## config.mk

```make
export PLATFORM = sky130hd
export DESIGN_NAME = switch_output_arbiter
export DESIGN_NICKNAME = d
export VERILOG_FILES = /design/src/rtl/switch_output_arbiter_pkg.sv /design/src/rtl/switch_output_arbiter_rr_priority_picker.sv /design/src/rtl/switch_output_arbiter.sv
export SDC_FILE = /design/constraint.sdc
export NUM_CORES = 1
export LEC_CHECK = 0
export CORE_MARGIN = 4
export CORE_UTILIZATION = 36
export CTS_CLUSTER_DIAMETER = 120
export DETAILED_ROUTE_END_ITERATION = 16
export GPL_TIMING_DRIVEN = 0
export PLACE_DENSITY = 0.73
export SETUP_SLACK_MARGIN = 0.02
export SLEW_MARGIN = 20
export SYNTH_ARGS = -nofsm -noshare
export SYNTH_HDL_FRONTEND = slang
export SYNTH_SLANG_ARGS = --single-unit
export TNS_END_PERCENT = 100
```

## constraint.sdc

```tcl
create_clock -name clk -period 1.6 [get_ports clk]
set_clock_uncertainty 0.15 [all_clocks]
set_input_delay 0.32 -clock clk [delete_from_list [all_inputs] [get_ports clk]]
set_output_delay 0.32 -clock clk [all_outputs]
set_load 0.005 [all_outputs]
```

## src/rtl/switch_output_arbiter_pkg.sv

```systemverilog
// Shared definitions for the switch output arbiters, the switch and the traffic generators.
// Holds the arbiter state encoding and the flit type codes carried on the flit type field.
// Latency: none (types and constants only). Backpressure: not applicable.
package switch_output_arbiter_pkg;

  typedef enum logic {
    IDLE   = 1'b0,
    LOCKED = 1'b1
  } arb_state_t;

  localparam logic [2:0] FLIT_HEADER  = 3'b011;
  localparam logic [2:0] FLIT_PAYLOAD = 3'b010;
  localparam logic [2:0] FLIT_TAIL    = 3'b000;

  function automatic logic is_header(input logic [2:0] flit_type);
    return flit_type == FLIT_HEADER;
  endfunction

endpackage

```

## src/rtl/switch_output_arbiter_rr_priority_picker.sv

```systemverilog
// Round-robin priority picker: first set bit of req at or after ptr, wrapping N-1 -> 0.
// Ports: req (request vector), ptr (search start) -> found (any request), winner (index).
// Latency: purely combinational. Backpressure: none, evaluated every cycle.
module rr_priority_picker #(
  parameter int N    = 4,
  parameter int LOGN = 2
) (
  input  logic [N-1:0]    req,
  input  logic [LOGN-1:0] ptr,
  output logic            found,
  output logic [LOGN-1:0] winner
);

  logic [LOGN:0]   sum;
  logic [LOGN-1:0] idx;

  // Walk offsets 0..N-1 from ptr; the first hit is kept, later hits are ignored.
  always_comb begin
    found  = 1'b0;
    winner = '0;
    sum    = '0;
    idx    = '0;
    for (int k = 0; k < N; k++) begin
      sum = {1'b0, ptr} + (LOGN+1)'(k);
      // Modulo N without a divider; ptr < N and k < N so one subtraction suffices.
      if (sum >= (LOGN+1)'(N)) begin
        sum = sum - (LOGN+1)'(N);
      end
      idx = sum[LOGN-1:0];
      if (!found && req[idx]) begin
        found  = 1'b1;
        winner = idx;
      end
    end
  end

endmodule

```

## src/rtl/switch_output_arbiter.sv

```systemverilog
// Output-port arbiter: locks the output to one input for a whole packet, round-robin between packets.
// Ports: req_hdr/req_valid/req_tail per input, out_stall in; grant/grant_idx/locked registered, fire/in_stall comb.
// Latency: one cycle header-to-grant; bubble after tail. Backpressure: out_stall blocks fire and stalls all inputs.
module switch_output_arbiter
  import switch_output_arbiter_pkg::*;
#(
  parameter int NUMBERINPUTS    = 4,
  parameter int LOGNUMBERINPUTS = 2
) (
  input  logic                       clk,
  input  logic                       rst,
  input  logic [NUMBERINPUTS-1:0]    req_hdr,
  input  logic [NUMBERINPUTS-1:0]    req_valid,
  input  logic [NUMBERINPUTS-1:0]    req_tail,
  input  logic                       out_stall,
  output logic [NUMBERINPUTS-1:0]    grant,
  output logic [LOGNUMBERINPUTS-1:0] grant_idx,
  output logic                       locked,
  output logic                       fire,
  output logic [NUMBERINPUTS-1:0]    in_stall
);

  arb_state_t                 state_q;
  logic [LOGNUMBERINPUTS-1:0] ptr_q;
  logic [NUMBERINPUTS-1:0]    grant_q;
  logic [LOGNUMBERINPUTS-1:0] grant_idx_q;
  logic                       locked_q;

  logic                       pick_found;
  logic [LOGNUMBERINPUTS-1:0] pick_winner;
  logic [LOGNUMBERINPUTS-1:0] ptr_d;
  logic [NUMBERINPUTS-1:0]    winner_onehot;

  rr_priority_picker #(
    .N    (NUMBERINPUTS),
    .LOGN (LOGNUMBERINPUTS)
  ) u_picker (
    .req    (req_hdr),
    .ptr    (ptr_q),
    .found  (pick_found),
    .winner (pick_winner)
  );

  // Pointer moves just past the winner so the winner has lowest priority next time.
  assign ptr_d = (pick_winner == LOGNUMBERINPUTS'(NUMBERINPUTS-1)) ? '0 : pick_winner + 1'b1;
  assign winner_onehot = {{(NUMBERINPUTS-1){1'b0}}, 1'b1} << pick_winner;

  // rst is gated in so a packet being abandoned by reset cannot transfer a flit.
  assign fire = locked_q & req_valid[grant_idx_q] & ~out_stall & ~rst;

  always_comb begin
    in_stall = '1;
    if (locked_q && !out_stall && !rst) begin
      in_stall = ~grant_q;
    end
  end

  always_ff @(posedge clk) begin
    if (rst) begin
      state_q     <= IDLE;
      ptr_q       <= '0;
      grant_q     <= '0;
      grant_idx_q <= '0;
      locked_q    <= 1'b0;
    end else begin
      case (state_q)
        IDLE: begin
          if (pick_found) begin
            state_q     <= LOCKED;
            grant_q     <= winner_onehot;
            grant_idx_q <= pick_winner;
            ptr_q       <= ptr_d;
            locked_q    <= 1'b1;
          end
        end
        LOCKED: begin
          // Only the owner's tail releases the output; grant_idx keeps the last mux select.
          if (fire && req_tail[grant_idx_q]) begin
            state_q  <= IDLE;
            grant_q  <= '0;
            locked_q <= 1'b0;
          end
        end
        default: begin
          state_q  <= IDLE;
          grant_q  <= '0;
          locked_q <= 1'b0;
        end
      endcase
    end
  end

  assign grant     = grant_q;
  assign grant_idx = grant_idx_q;
  assign locked    = locked_q;

endmodule

```

==> summary.txt <==
Logic synthesis
  • Synth top area cells: dfxtp_1 32%, ha_1 8.0%, mux4_2 7.2%
  • Leading area contributor after synthesis: dfxtp_1
  • Mean post-synth cell area: 8.94 um^2
  • Main combinational cell family by area after synthesis: simple AND/OR/NAND/NOR gates
  • Netlist cell types: 26
  • Post-Syn Area: 626 um^2
  • Xor-xnor portion of the synthesized cell area: 0%
  • Post-synthesis sequential area ratio: 32.0%
  • Count leader, synth: dfxtp_1
  • Post-synthesis compound-gate area fraction: 21.2%
  • Commonest cells in the netlist: 10 x dfxtp_1, 7 x nand2_1, 5 x nor2b_1
  • Synth Instances: 70
  • Post-synth top flop: dfxtp_1
  • Post-synth EDFFs: 0
  • Post-Syn Nets: 89
  • Post-synthesis async set-or-reset flop share: 0%
  • Post-Synth Simple-Gate Area: 27.8%
  • FF+latch count, synth: 10
  • Adder-cell share of the synthesized area: 8.00%
  • Mux contribution to synthesized area: 7.20%
  • Yosys Warn Count: 0
  • Yosys top cell area share: 32.0%

GRT
  • Largest net degree at the start of global routing: 11
  • Total track usage: 16.2%
  • Initial antenna violation count: 0
  • Met2 usage: 29.5%
  • GR Overflow Total: 0
  • GR peak layer: met2
  • Grt met3 use: 4.82%
  • Met1 Use GR: 17.5%
  • Vias in the first global route: 703
  • First-pass GRT wire length: 3110 um

CTS
  • Root Buffer: clkbuf_4
  • CTS tree: yes
  • Longest Clk Path Bufs: 2
  • Clock Sinks: 10
  • CTS Buf Count: 3
  • Cts hold-fix bufs: 0
  • Clock-pin slew on the worst setup and hold paths: 70 ps
  • H-tree levels: 1
  • Skew-Pair Late Insertion Delay: 270 ps

Layout
  • # diodes: 0
  • Finished Cell Area: 1180 um^2
  • Layout Nets: 131
  • Layout cells sized above 1: 56.8%
  • Area grow syn2layout: 89.0%
  • Filler cells: 133

Run status
  • Run status: finished, violations left
  • Failing checks: negative setup slack

Die
  • Core Region: 1580 um^2
  • Die X: 49.7 um
  • Cell Rows: 14
  • Die area: 2470 um^2
  • Die height: 49.7 um
  • I/O pin total: 27
  • Starting Density: 39.7%

Timing
  • Tightest Pin Transition: 409 ps
  • Tmin final: 1840 ps
  • Final setup fails: 4
  • Max Slew Vio Count: 0
  • Final hold vios: 0
  • Setup repair after global routing missed its margin: true
  • Period utilisation layout: 115%
  • Peak Freq: 543 MHz
  • Fin worst setup slack: -243 ps
  • Rel. slew slack: 72.4%

Worst setup path
  • Worst Path Max Fanout: 2
  • Worst setup SP type: flop
  • CP Class: flop to output port
  • Critical Path AT: 1370 ps
  • Crit path cell chain: mux4_2 -> and2_4 -> buf_6
  • Req. time, crit path: 1130 ps
  • Reg2Reg Depth: 3
  • CP Capture Type: output port
  • Worst path slowest cell: mux4_2
  • Worst path max stage delay: 490 ps

Routing
  • Vias per inst: 5.26
  • Initial DRC Count: 9
  • Final WL: 1850 um
  • DRC Markers: 0
  • Via Count: 668
  • Router iterations before antenna repair: 4
  • Detail-routed net length per standard cell: 14.5 um
  • Routed Antenna Nets: 0

Place
  • Setup WS pre-CTS: -1030 ps
  • Placed Area: 932 um^2
  • Port buffer count: 26
  • Placer Congestion: 0.739
  • DP HPWL: 1310 um

Run
  • Max cap viols: 0

Power
  • P_leak: 0.000505 uW
  • Power per Cell Area: 725 nW/um^2
  • Max IR drop VDD: 0.000435 V

Hold path
  • Hold Path Class: flop to flop
  • Hold depth: 2
## worst max-delay path, delay by kind of cell, from the launching register on
family        cells  cell delay [ps]
simple gates      1              150
mux               1              490
flops             1              360
buf+inv           1              100
## per-layer routing
metal | up-vias | wire length (um)
met5 | - | 0
met4 | 0 | 17
met3 | 2 | 110
met2 | 20 | 964
met1 | 310 | 753
li1 | 336 | -
## cells by family after synthesis
group,after synthesis
compound gates,18
fa+ha+maj,4
buf+inv,6
flops,10
mux,2
simple gates,30
## state kept, by name, summed over array words and instances, names as in the netlist
| name | count |
|---|---|
| grant | 4 |
| grant_idx | 2 |
| ptr_q | 2 |
| locked | 1 |
| state_q | 1 |
## path summary, 6_finish.rpt
kind,slack [ps],startpoint,endpoint
worst max-delay path,-240,grant_idx[0]$_SDFFE_PP0P_,fire
worst min register to register,340,grant[2]$_SDFFE_PP0P_,grant[2]$_SDFFE_PP0P_
worst min-delay path,340,grant[2]$_SDFFE_PP0P_,grant[2]$_SDFFE_PP0P_
worst max register to register,10,grant_idx[1]$_SDFFE_PP0P_,grant[1]$_SDFFE_PP0P_
## layout by cell type, fill, tap and decap left out, drive strengths merged
cell type      instances
clkdlybuf4s50          1
a21boi                 1
nor4                   1
buf                   20
inv                    4
dfxtp                 10
nand2                  7
o21ai                  4
o31ai                  2
nor3                   1
o311ai                 2
nor2b                  5
o21a                   1
and2                   5
clkbuf                 6
nor3b                  1
nor2                   4
dlygate4sd2           11
and4                   1
mux4                   2
clkdlybuf4s15          5
a311oi                 2
nand3b                 3
ha                     4
or2                    2
a22o                   3
a21oi                  3
## layout make-up
class                           instances  area, um^2  area share, %
Buffer                                  2        11.3          0.952
Clock buffer                            4        36.3           3.07
Timing Repair Buffer                   37         324           27.4
Sequential cell                        10         219           18.5
Multi-Input combinational cell         54         557           47.1
Tap cell                               16        20.0           1.69
Inverter                                4        15.0           1.27
## report_power, final
part,internal [uW],total (uW),switching (uW)
clock network,138,235,96.4
logic,171,316,145
registers,278,307,28.2
## metrics by stage
stage / power [uW] / instances / setup TNS [ps] / hold slack [ps] / utilization, %
2_1_floorplan: 426 / 70 / -57.3 / 322 / -
3_3_place_gp: 523 / 112 / -9390 / 339 / 59.1
3_5_place_dp: 533 / 112 / -9990 / 338 / 59.1
4_1_cts: 826 / 126 / -481 / 325 / 70.2
5_1_grt: 908 / 127 / -780 / 365 / 75.0
6_report: 857 / 127 / -423 / 341 / 75.0
## repair_timing
action / CTS / global route
endpoints found under the setup margin: 22 / 13
setup buffers: 10 / 1
resized for setup: 80 / 29
cloned: 0 / 0
pin swaps: 19 / 11
Power figures use the tool's default switching activity.
